### config.mk
export PLATFORM = sky130hd
export DESIGN_NAME = seg_pipe_addsub
export DESIGN_NICKNAME = d
export VERILOG_FILES = /design/src/rtl/addsub_pkg.sv /design/src/rtl/addsub_segment.sv /design/src/rtl/seg_pipe_addsub.sv
export SDC_FILE = /design/constraint.sdc
export NUM_CORES = 1
export LEC_CHECK = 0
export CAP_MARGIN = 20
export CORE_MARGIN = 10
export CORE_UTILIZATION = 35
export CTS_BUF_LIST = sky130_fd_sc_hd__clkbuf_8
export DETAILED_ROUTE_END_ITERATION = 10
export DONT_BUFFER_PORTS = 1
export PLACE_DENSITY = 0.5
export REMOVE_ABC_BUFFERS = 1
export SYNTH_ARGS = -nofsm -noshare
export SYNTH_HDL_FRONTEND = slang
export SYNTH_HIERARCHICAL = 1
export SYNTH_SLANG_ARGS = --single-unit
export TNS_END_PERCENT = 100
### constraint.sdc
create_clock -name clk -period 2.9 [get_ports clk]
set_clock_uncertainty 0.15 [all_clocks]
set_input_delay 0.145 -clock clk [delete_from_list [all_inputs] [get_ports clk]]
set_output_delay 0.145 -clock clk [all_outputs]
set_load 0.005 [all_outputs]
### src/rtl/addsub_pkg.sv
// addsub_pkg: shared definitions for the segmented pipelined add/subtract unit.
//   OP_ADD / OP_SUB : operation encoding on in_op
//   flags_t         : per-result status flags (carry out, signed overflow, zero)
//   signed_ovf()    : two's-complement overflow from the operand and result sign bits
package addsub_pkg;

  localparam logic OP_ADD = 1'b0;
  localparam logic OP_SUB = 1'b1;

  typedef struct packed {
    logic cout;
    logic ovf;
    logic zero;
  } flags_t;

  // Overflow happens only when both addends share a sign and the result does not.
  function automatic logic signed_ovf(input logic a_msb, input logic b_msb, input logic s_msb);
    return (a_msb == b_msb) && (s_msb != a_msb);
  endfunction

endpackage

### src/rtl/addsub_segment.sv
// addsub_segment: one SEG-bit ripple slice of the add/subtract carry chain plus its
// pipeline register. Slice IDX adds in_a/in_b bits [IDX*SEG +: SEG] with in_carry and
// writes the result into the matching slice of the running sum; all other operand and
// sum bits pass through unchanged so later slices and the flag logic can use them.
// Ports:
//   clk, rst_n           clock, asynchronous active-low reset
//   en                   pipeline advance; when low the register holds
//   in_valid, in_carry   beat valid and carry from the previous slice
//   in_a, in_b, in_sum   full-width operands (b already inverted for subtract) and partial sum
//   out_*                registered versions; out_carry is this slice's carry out
module addsub_segment #(
  parameter int WIDTH = 32,
  parameter int SEG   = 8,
  parameter int IDX   = 0
) (
  input  logic             clk,
  input  logic             rst_n,
  input  logic             en,
  input  logic             in_valid,
  input  logic             in_carry,
  input  logic [WIDTH-1:0] in_a,
  input  logic [WIDTH-1:0] in_b,
  input  logic [WIDTH-1:0] in_sum,
  output logic             out_valid,
  output logic             out_carry,
  output logic [WIDTH-1:0] out_a,
  output logic [WIDTH-1:0] out_b,
  output logic [WIDTH-1:0] out_sum
);

  localparam int LO = IDX * SEG;

  logic             valid_d, valid_q;
  logic             carry_d, carry_q;
  logic [WIDTH-1:0] a_d, a_q;
  logic [WIDTH-1:0] b_d, b_q;
  logic [WIDTH-1:0] sum_d, sum_q;
  logic [SEG:0]     slice_res;

  always_comb begin
    slice_res = {1'b0, in_a[LO +: SEG]} + {1'b0, in_b[LO +: SEG]} + {{SEG{1'b0}}, in_carry};
    valid_d   = valid_q;
    carry_d   = carry_q;
    a_d       = a_q;
    b_d       = b_q;
    sum_d     = sum_q;
    if (en) begin
      valid_d            = in_valid;
      carry_d            = slice_res[SEG];
      a_d                = in_a;
      b_d                = in_b;
      sum_d              = in_sum;
      sum_d[LO +: SEG]   = slice_res[SEG-1:0];
    end
  end

  always_ff @(posedge clk or negedge rst_n) begin
    if (!rst_n) begin
      valid_q <= 1'b0;
      carry_q <= 1'b0;
      a_q     <= '0;
      b_q     <= '0;
      sum_q   <= '0;
    end else begin
      valid_q <= valid_d;
      carry_q <= carry_d;
      a_q     <= a_d;
      b_q     <= b_d;
      sum_q   <= sum_d;
    end
  end

  assign out_valid = valid_q;
  assign out_carry = carry_q;
  assign out_a     = a_q;
  assign out_b     = b_q;
  assign out_sum   = sum_q;

endmodule

### src/rtl/seg_pipe_addsub.sv
// seg_pipe_addsub: pipelined WIDTH-bit add/subtract with the carry chain split into
// STAGES equal slices (latency STAGES cycles, one beat per cycle) and valid/ready flow
// control. WIDTH must be a multiple of STAGES.
// Ports:
//   clk, rst_n                     clock, asynchronous active-low reset
//   in_valid/in_ready              operand handshake
//   in_a, in_b, in_cin, in_op      operands, carry-in, op (0: A+B+cin, 1: A+~B+cin)
//   out_valid/out_ready            result handshake
//   out_sum, out_cout, out_of,     result, carry out of the MSB, signed overflow,
//   out_zero                       result-is-zero
// Build option: define SEG_PIPE_SAT_EN to saturate out_sum on signed overflow.
module seg_pipe_addsub
  import addsub_pkg::*;
#(
  parameter int WIDTH  = 32,
  parameter int STAGES = 4
) (
  input  logic             clk,
  input  logic             rst_n,
  input  logic             in_valid,
  output logic             in_ready,
  input  logic [WIDTH-1:0] in_a,
  input  logic [WIDTH-1:0] in_b,
  input  logic             in_cin,
  input  logic             in_op,
  output logic             out_valid,
  input  logic             out_ready,
  output logic [WIDTH-1:0] out_sum,
  output logic             out_cout,
  output logic             out_of,
  output logic             out_zero
);

  localparam int SEG = WIDTH / STAGES;

  // Index 0 is the unregistered input beat; index k is the output of slice k-1.
  logic [STAGES:0]  st_valid;
  logic [STAGES:0]  st_carry;
  logic [WIDTH-1:0] st_a   [0:STAGES];
  logic [WIDTH-1:0] st_b   [0:STAGES];
  logic [WIDTH-1:0] st_sum [0:STAGES];

  logic             advance;
  logic             ovf_raw;
  logic [WIDTH-1:0] sum_final;
  flags_t           flags;

  // Whole pipeline moves as one shift register; any stall freezes every stage.
  assign advance   = !st_valid[STAGES] || out_ready;
  assign in_ready  = advance;

  assign st_valid[0] = in_valid;
  assign st_carry[0] = in_cin;
  assign st_a[0]     = in_a;
  assign st_b[0]     = (in_op == OP_SUB) ? ~in_b : in_b;
  assign st_sum[0]   = '0;

  genvar gi;
  generate
    for (gi = 0; gi < STAGES; gi++) begin : g_seg
      addsub_segment #(
        .WIDTH (WIDTH),
        .SEG   (SEG),
        .IDX   (gi)
      ) u_seg (
        .clk       (clk),
        .rst_n     (rst_n),
        .en        (advance),
        .in_valid  (st_valid[gi]),
        .in_carry  (st_carry[gi]),
        .in_a      (st_a[gi]),
        .in_b      (st_b[gi]),
        .in_sum    (st_sum[gi]),
        .out_valid (st_valid[gi+1]),
        .out_carry (st_carry[gi+1]),
        .out_a     (st_a[gi+1]),
        .out_b     (st_b[gi+1]),
        .out_sum   (st_sum[gi+1])
      );
    end
  endgenerate

  // Flags are masked with valid so an empty output slot never advertises stale status.
  always_comb begin
    ovf_raw   = signed_ovf(st_a[STAGES][WIDTH-1], st_b[STAGES][WIDTH-1], st_sum[STAGES][WIDTH-1]);
    sum_final = st_sum[STAGES];
`ifdef SEG_PIPE_SAT_EN
    // Clamp toward the sign of A: overflow only occurs when A and b_eff share it.
    if (ovf_raw) begin
      sum_final = st_a[STAGES][WIDTH-1] ? {1'b1, {(WIDTH-1){1'b0}}} : {1'b0, {(WIDTH-1){1'b1}}};
    end
`else
    sum_final = st_sum[STAGES];
`endif
    flags      = '0;
    flags.cout = st_valid[STAGES] & st_carry[STAGES];
    flags.ovf  = st_valid[STAGES] & ovf_raw;
    flags.zero = st_valid[STAGES] & (sum_final == '0);
  end

  assign out_valid = st_valid[STAGES];
  assign out_sum   = sum_final;
  assign out_cout  = flags.cout;
  assign out_of    = flags.ovf;
  assign out_zero  = flags.zero;

endmodule

==> summary.txt, run 1 <==
Outcome
  • Status: finished with violations
  • Failing checks: negative hold slack

Power
  • Pint: 6.773 mW
  • Switching Fraction: 35.30%
  • Peak supply drop: 0.4727 mV
  • PwrDens: 1003 nW/um^2
  • Logic gate share of total power: 38.1%
  • Flop pwr share: 43.8%
  • Switching power: 3.696 mW
  • Clock group share of total power: 18.1%
  • LEAKAGE: 4.385 nW

Critical path
  • Crit. End Element: output port
  • Cell depth of the worst flop-to-flop path: 6
  • Crit start category: flip-flop
  • Kind of critical path: reg -> out
  • CP Data Required Time: 2.61 ns
  • Critical path arrival: 2.10 ns
  • CP max FO: 3

Job
  • Max Cap Viol: 0

Die
  • Die width: 179.8 um
  • Row cnt: 58
  • Ports: 107
  • Die area: 32,340 um^2
  • Initial Utilization: 35.51%
  • Core ar.: 25,180 um^2
  • Chip height: 179.8 um

Global routing
  • Met1 Track Usage GR: 13.42%
  • Largest net degree at the start of global routing: 187
  • Met3 GRT Util: 4.257%
  • Gr usage total: 11.28%
  • First-pass GRT wire length: 30.22 mm
  • Grt total ovfl: 0
  • Initial antenna violation count: 0
  • M2 GR Usage: 18.56%
  • Busiest grt layer: met2
  • Vias in the first global route: 5,835

Timing
  • Period minus WS final: 2.391 ns
  • Slew @ Worst Pin: 0.5913 ns
  • Setup TNS: 0 ns
  • PnR worst setup slack: 0.5092 ns
  • Fin Hold WS: -0.7808 ns
  • Max Slew Vio Count: 0
  • Highest Clock Rate: 418.3 MHz
  • Setup violators final: 0
  • Final hold viol count: 186
  • RSZ-0062 raised after global routing: no
  • Final Cycle Share: 82.44%
  • Max transition margin: 60.22%

Place
  • Port Buf Inserts: 0
  • Hpwl dp: 12.40 mm
  • DP Worst Slack: 0.4136 ns
  • RePlAce Congestion: 0.7802
  • Dpl cells: 970

Clocking
  • CTS root buf: clkbuf_8
  • Clock Path Buffers: 2
  • Post-CTS repair timing setup buffer count: 0
  • Clk_lat worst skew: 0.45 ns
  • CTS sink cnt: 186
  • H-tree Lvls: 4
  • Post-CTS resize count: 0
  • TritonCTS clock tree: built
  • Num CTS Buffers: 17
  • Clock slew at reported path FFs: 0.10 ns
  • CTS hold repair buffers: 84

Route
  • Iter 0 DRT Violations: 272
  • DRT Pass-1 Iters: 4
  • DR WL/cell: 16.40 um
  • Drt drc: 0
  • Vias after detailed routing: 5,350
  • Drt via density: 4.926
  • Drt total wl: 17.81 mm
  • Final ANT Viol Nets: 0

Cells and area
  • Layout Cells excl Fill: 1,086
  • Filler cells: 2,343
  • Fraction of layout cells with a size suffix above 1: 14.95%
  • Antenna cell count: 0
  • Footprint of the multi-input gates: 3960 um^2
  • Nets: 849
  • Reg area: 4654 um^2
  • Synthesis-to-layout area growth: 16.78%

Yosys
  • Ys Warns: 6
  • Synth Instances: 673
  • Synth Area per Inst: 13.29 um^2
  • Synth Cell Area: 8942 um^2

Hold path
  • Hold WC Path Type: in -> async
metrics by stage:
step	total power [mW]	utilization, %	hold slack, ns	cell area (um^2)
after global placement	8.381	36.42	-0.2939	9170
after detailed placement	8.579	36.42	-0.2927	9170
after global routing	11.38	41.47	-0.8375	10440
final	10.47	41.47	-0.7808	10440
after CTS	10.67	41.47	-0.8146	10440
after floorplan	7.539	-	-0.3006	8652
cells in the final DEF, fill, tap and decap left out, drive strengths merged, types with 4 or more instances in the layout:
| cell | instances |
|---|---|
| a211oi | 16 |
| a21o | 8 |
| a21oi | 25 |
| buf | 8 |
| bufinv | 4 |
| clkbuf | 17 |
| clkinv | 6 |
| dfrtp | 186 |
| dlygate4sd3 | 84 |
| fa | 8 |
| ha | 28 |
| inv | 16 |
| mux2 | 161 |
| mux2i | 8 |
| nand2 | 14 |
| nand3 | 4 |
| nand3b | 8 |
| nand4b | 7 |
| nor2 | 19 |
| nor2b | 8 |
| nor3b | 4 |
| nor4 | 6 |
| o211ai | 7 |
| o21ai | 36 |
| o21bai | 4 |
| o22ai | 8 |
| o32ai | 4 |
| xnor2 | 4 |
| xor2 | 36 |
worst max-delay path: stages, from the launching register on:
cell and delay, ns:
dfrtp_1 0.44, nor4_1 0.50, nand4_1 0.33, nor3_2 0.38
per-layer routing:
layer	up-vias	wire length (um)
li1	2560	-
met1	2693	7750
met2	86	8692
met3	11	1155
met4	0	207
met5	-	0
power groups by stage:
stage / clock (mW) / combinational, mW / sequential, mW
3_5_place_dp: 0 / 3.89 / 4.69
3_3_place_gp: 0 / 3.74 / 4.64
5_1_grt: 2.09 / 4.50 / 4.79
4_1_cts: 1.99 / 4.04 / 4.63
6_report: 1.89 / 3.99 / 4.59
2_1_floorplan: 0 / 3.28 / 4.26
registers in the layout (all words and copies together) (netlist names):
| name | cells |
|---|---|
| g_seg.u_seg/out_a | 49 |
| g_seg.u_seg/out_b | 49 |
| g_seg.u_seg/out_carry | 4 |
| g_seg.u_seg/out_sum | 80 |
| g_seg.u_seg/out_valid | 4 |
layout make-up:
class / count / area share [%]
well taps: 330 / 3.954
clock buffers: 17 / 2.241
flip-flops and latches: 186 / 44.57
clock inverters: 15 / 1.893
multi-input cells: 434 / 37.92
inverters: 12 / 0.4313
repair buffers: 92 / 8.986
final timing paths:
check,slack (ns),start,to
max,0.51,g_seg[3].u_seg/out_sum[5],out_zero
min,-0.78,rst_n,g_seg[0].u_seg/out_sum[4]
max reg2reg,0.52,g_seg[0].u_seg/out_a[8],g_seg[1].u_seg/out_carry
min reg2reg,0.34,g_seg[1].u_seg/out_a[31],g_seg[2].u_seg/out_a[31]
max in group asynchronous,2.89,rst_n,g_seg[0].u_seg/out_b[14]
min in group clk,0.07,in_b[7],g_seg[0].u_seg/out_carry
Note: power is estimated with default switching activity, not from simulation.
==> run 2: changes to the inputs <==
--- a/config.mk
+++ b/config.mk
@@ -11,7 +11,7 @@
 export CTS_BUF_LIST = sky130_fd_sc_hd__clkbuf_8
 export DETAILED_ROUTE_END_ITERATION = 10
 export DONT_BUFFER_PORTS = 1
-export PLACE_DENSITY = 0.5
+export PLACE_DENSITY = 0.52
 export REMOVE_ABC_BUFFERS = 1
 export SYNTH_ARGS = -nofsm -noshare
 export SYNTH_HDL_FRONTEND = slang
==> constraint.sdc (replaced) <==
create_clock -name clk -period 2.05 [get_ports clk]
set_clock_uncertainty 0.15 [all_clocks]
set_input_delay 0.1025 -clock clk [delete_from_list [all_inputs] [get_ports clk]]
set_output_delay 0.1025 -clock clk [all_outputs]
set_load 0.005 [all_outputs]
==> summary.txt, run 2 (same netlist as run 1, synthesis figures left out) <==
Job
  • Max Cap Viol: 0 (unchanged)

Global routing
  • Initial antenna violation count: 1 (was 0)
  • Grt total ovfl: 0 (unchanged)
  • First-pass GRT wire length: 30.48 mm (was 30.22 mm)
  • Largest net degree at the start of global routing: 187 (unchanged)
  • Gr usage total: 11.32% (was 11.28%)
  • Vias in the first global route: 5,819 (was 5,835)

Timing
  • Max transition margin: 63.16% (was 60.22%)
  • Final hold viol count: 186 (unchanged)
  • PnR worst setup slack: -0.03585 ns (was 0.5092 ns)
  • Final Cycle Share: 101.7%
  • RSZ-0062 raised after global routing: yes (was no)
  • Period minus WS final: 2.086 ns
  • Setup violators final: 7 (was 0)
  • Highest Clock Rate: 479.4 MHz
  • Fin Hold WS: -0.8176 ns (was -0.7808 ns)
  • Slew @ Worst Pin: 0.5526 ns (was 0.5913 ns)
  • Max Slew Vio Count: 0 (unchanged)

Clocking
  • Clk_lat worst skew: 0.45 ns (about the same)
  • Clock slew at reported path FFs: 0.10 ns (about the same)
  • TritonCTS clock tree: built (unchanged)
  • CTS hold repair buffers: 87 (was 84)
  • Clock Path Buffers: 2 (unchanged)
  • H-tree Lvls: 4 (unchanged)
  • CTS sink cnt: 186 (unchanged)
  • CTS root buf: clkbuf_8 (unchanged)
  • Num CTS Buffers: 17 (unchanged)

Cells and area
  • Antenna cell count: 0 (unchanged)
  • Most frequent cells in the layout: dfrtp_1 (180), mux2_1 (107), dlygate4sd3_1 (87), mux2_2 (54), xor2_1 (36) (was dfrtp_1 (186), mux2_1 (107), dlygate4sd3_1 (84), mux2_2 (54), xor2_1 (36))
  • Fraction of layout cells with a size suffix above 1: 20.03% (was 14.95%)
  • Design Area, Final: 10,720 um^2 (was 10,440 um^2)
  • Reg area: 4662 um^2 (was 4654 um^2)
  • Footprint of the multi-input gates: 4100 um^2 (was 3960 um^2)
  • Leading cell type in the layout, fill and taps excluded: dfrtp_1 (unchanged)
  • Filler cells: 2,291 (was 2,343)
  • Nets: 872 (was 849)
  • Max FFs per register: 80 (unchanged)
  • Synthesis-to-layout area growth: 19.92% (was 16.78%)

Route
  • Drt drc: 0 (unchanged)
  • Drt via density: 4.881 (was 4.926)
  • DR WL/cell: 16.36 um (was 16.40 um)
  • DRT Pass-1 Iters: 4 (unchanged)
  • Final ANT Viol Nets: 0 (unchanged)
  • Vias after detailed routing: 5,413 (was 5,350)
  • Iter 0 DRT Violations: 266 (was 272)
  • Drt total wl: 18.14 mm (was 17.81 mm)

Hold path
  • Hold WC Path Type: in -> async (unchanged)

Die
  • Die area: 32,340 um^2 (unchanged)
  • Core ar.: 25,180 um^2 (unchanged)
  • Chip height: 179.8 um (unchanged)
  • Ports: 107 (unchanged)
  • Die width: 179.8 um (unchanged)
  • Row cnt: 58 (unchanged)
  • Initial Utilization: 35.51% (unchanged)

Place
  • Post-DP Area: 9303 um^2 (was 9170 um^2)
  • Hpwl dp: 12.58 mm (was 12.40 mm)
  • RePlAce Congestion: 0.7831 (was 0.7802)
  • Port Buf Inserts: 0 (unchanged)

Critical path
  • Reg2reg setup slack: -0.04 ns (was 0.52 ns)
  • Crit start category: flip-flop (unchanged)
  • Crit. End Element: flip-flop (was output port)
  • CP max FO: 3 (unchanged)
  • CP Data Required Time: 2.23 ns (was 2.61 ns)
  • Kind of critical path: reg -> reg (was reg -> out)
  • Critical path arrival: 2.26 ns (was 2.10 ns)

Power
  • Total power: 15.12 mW (was 10.47 mW)
  • Peak supply drop: 0.5041 mV (was 0.4727 mV)
  • LEAKAGE: 4.491 nW (was 4.385 nW)
  • PwrDens: 1410 nW/um^2 (was 1003 nW/um^2)

Outcome
  • Failing checks: negative hold slack, negative setup slack (was negative hold slack)
  • Status: finished with violations (unchanged)
run 2: final cells by class:
cell class / count / share of cell area [%]
Sequential cell: 186 / 43.47
Clock buffer: 18 / 2.310
Timing Repair Buffer: 115 / 10.58
Multi-Input combinational cell: 434 / 38.23
Inverter: 12 / 0.4200
Tap cell: 330 / 3.850
Clock inverter: 14 / 1.132
run 2: stage by stage:
stage / TNS [ns] / instances / util [%] / setup WS, ns
6_report: -0.1217 / 1109 / 42.59 / -0.03585
5_1_grt: -0.9891 / 1109 / 42.59 / -0.1574
4_1_cts: -0.2009 / 1107 / 42.27 / -0.08487
3_5_place_dp: -2.337 / 986 / 36.94 / -0.3223
3_3_place_gp: -2.019 / 986 / 36.94 / -0.2584
2_1_floorplan: -774.45 / 632 / - / -4.441
run 2: what timing repair did:
action	4_1_cts	5_1_grt
setup endpoints to repair	11	14
resized for setup	18	14
endpoints found under the hold margin	247	186
pin swaps	16	8
setup buffers	2	2
run 2: layer usage:
layer | up-vias | GRT usage, % | wire length [um]
li1 | 2607 | - | -
met1 | 2713 | 13.73 | 8217
met2 | 82 | 18.65 | 8770
met3 | 9 | 4.337 | 1006
met4 | 2 | 2.547 | 133
met5 | - | 0 | 13
run 2: final timing paths:
check / from / endpoint / cells after the start
min reg2reg: g_seg[1].u_seg/out_sum[5] / g_seg[2].u_seg/out_sum[5] / 1
max: g_seg[1].u_seg/out_a[16] / g_seg[2].u_seg/out_sum[22] / 6
min in group clk: in_b[6] / g_seg[0].u_seg/out_carry / 4
max in group asynchronous: rst_n / g_seg[3].u_seg/out_sum[30] / 0
min: rst_n / g_seg[1].u_seg/out_sum[1] / 0
max reg2reg: g_seg[1].u_seg/out_a[16] / g_seg[2].u_seg/out_sum[22] / 6
run 2: critical path, cell delays in order (launching register included):
cell      delay, ns
dfrtp_1        0.41
fa_2           0.42
fa_2           0.39
a211oi_2       0.25
o21bai_2       0.13
nand4b_1       0.11
o211ai_1       0.10
run 2: power by group:
| part | internal (mW) | leakage (nW) | switching (mW) | total (mW) |
|---|---|---|---|---|
| clock network | 1.00 | 0.191 | 1.35 | 2.35 |
| registers | 5.31 | 2.16 | 1.27 | 6.59 |
| logic | 3.32 | 2.14 | 2.87 | 6.19 |
| total | 9.63 | 4.49 | 5.49 | 15.1 |
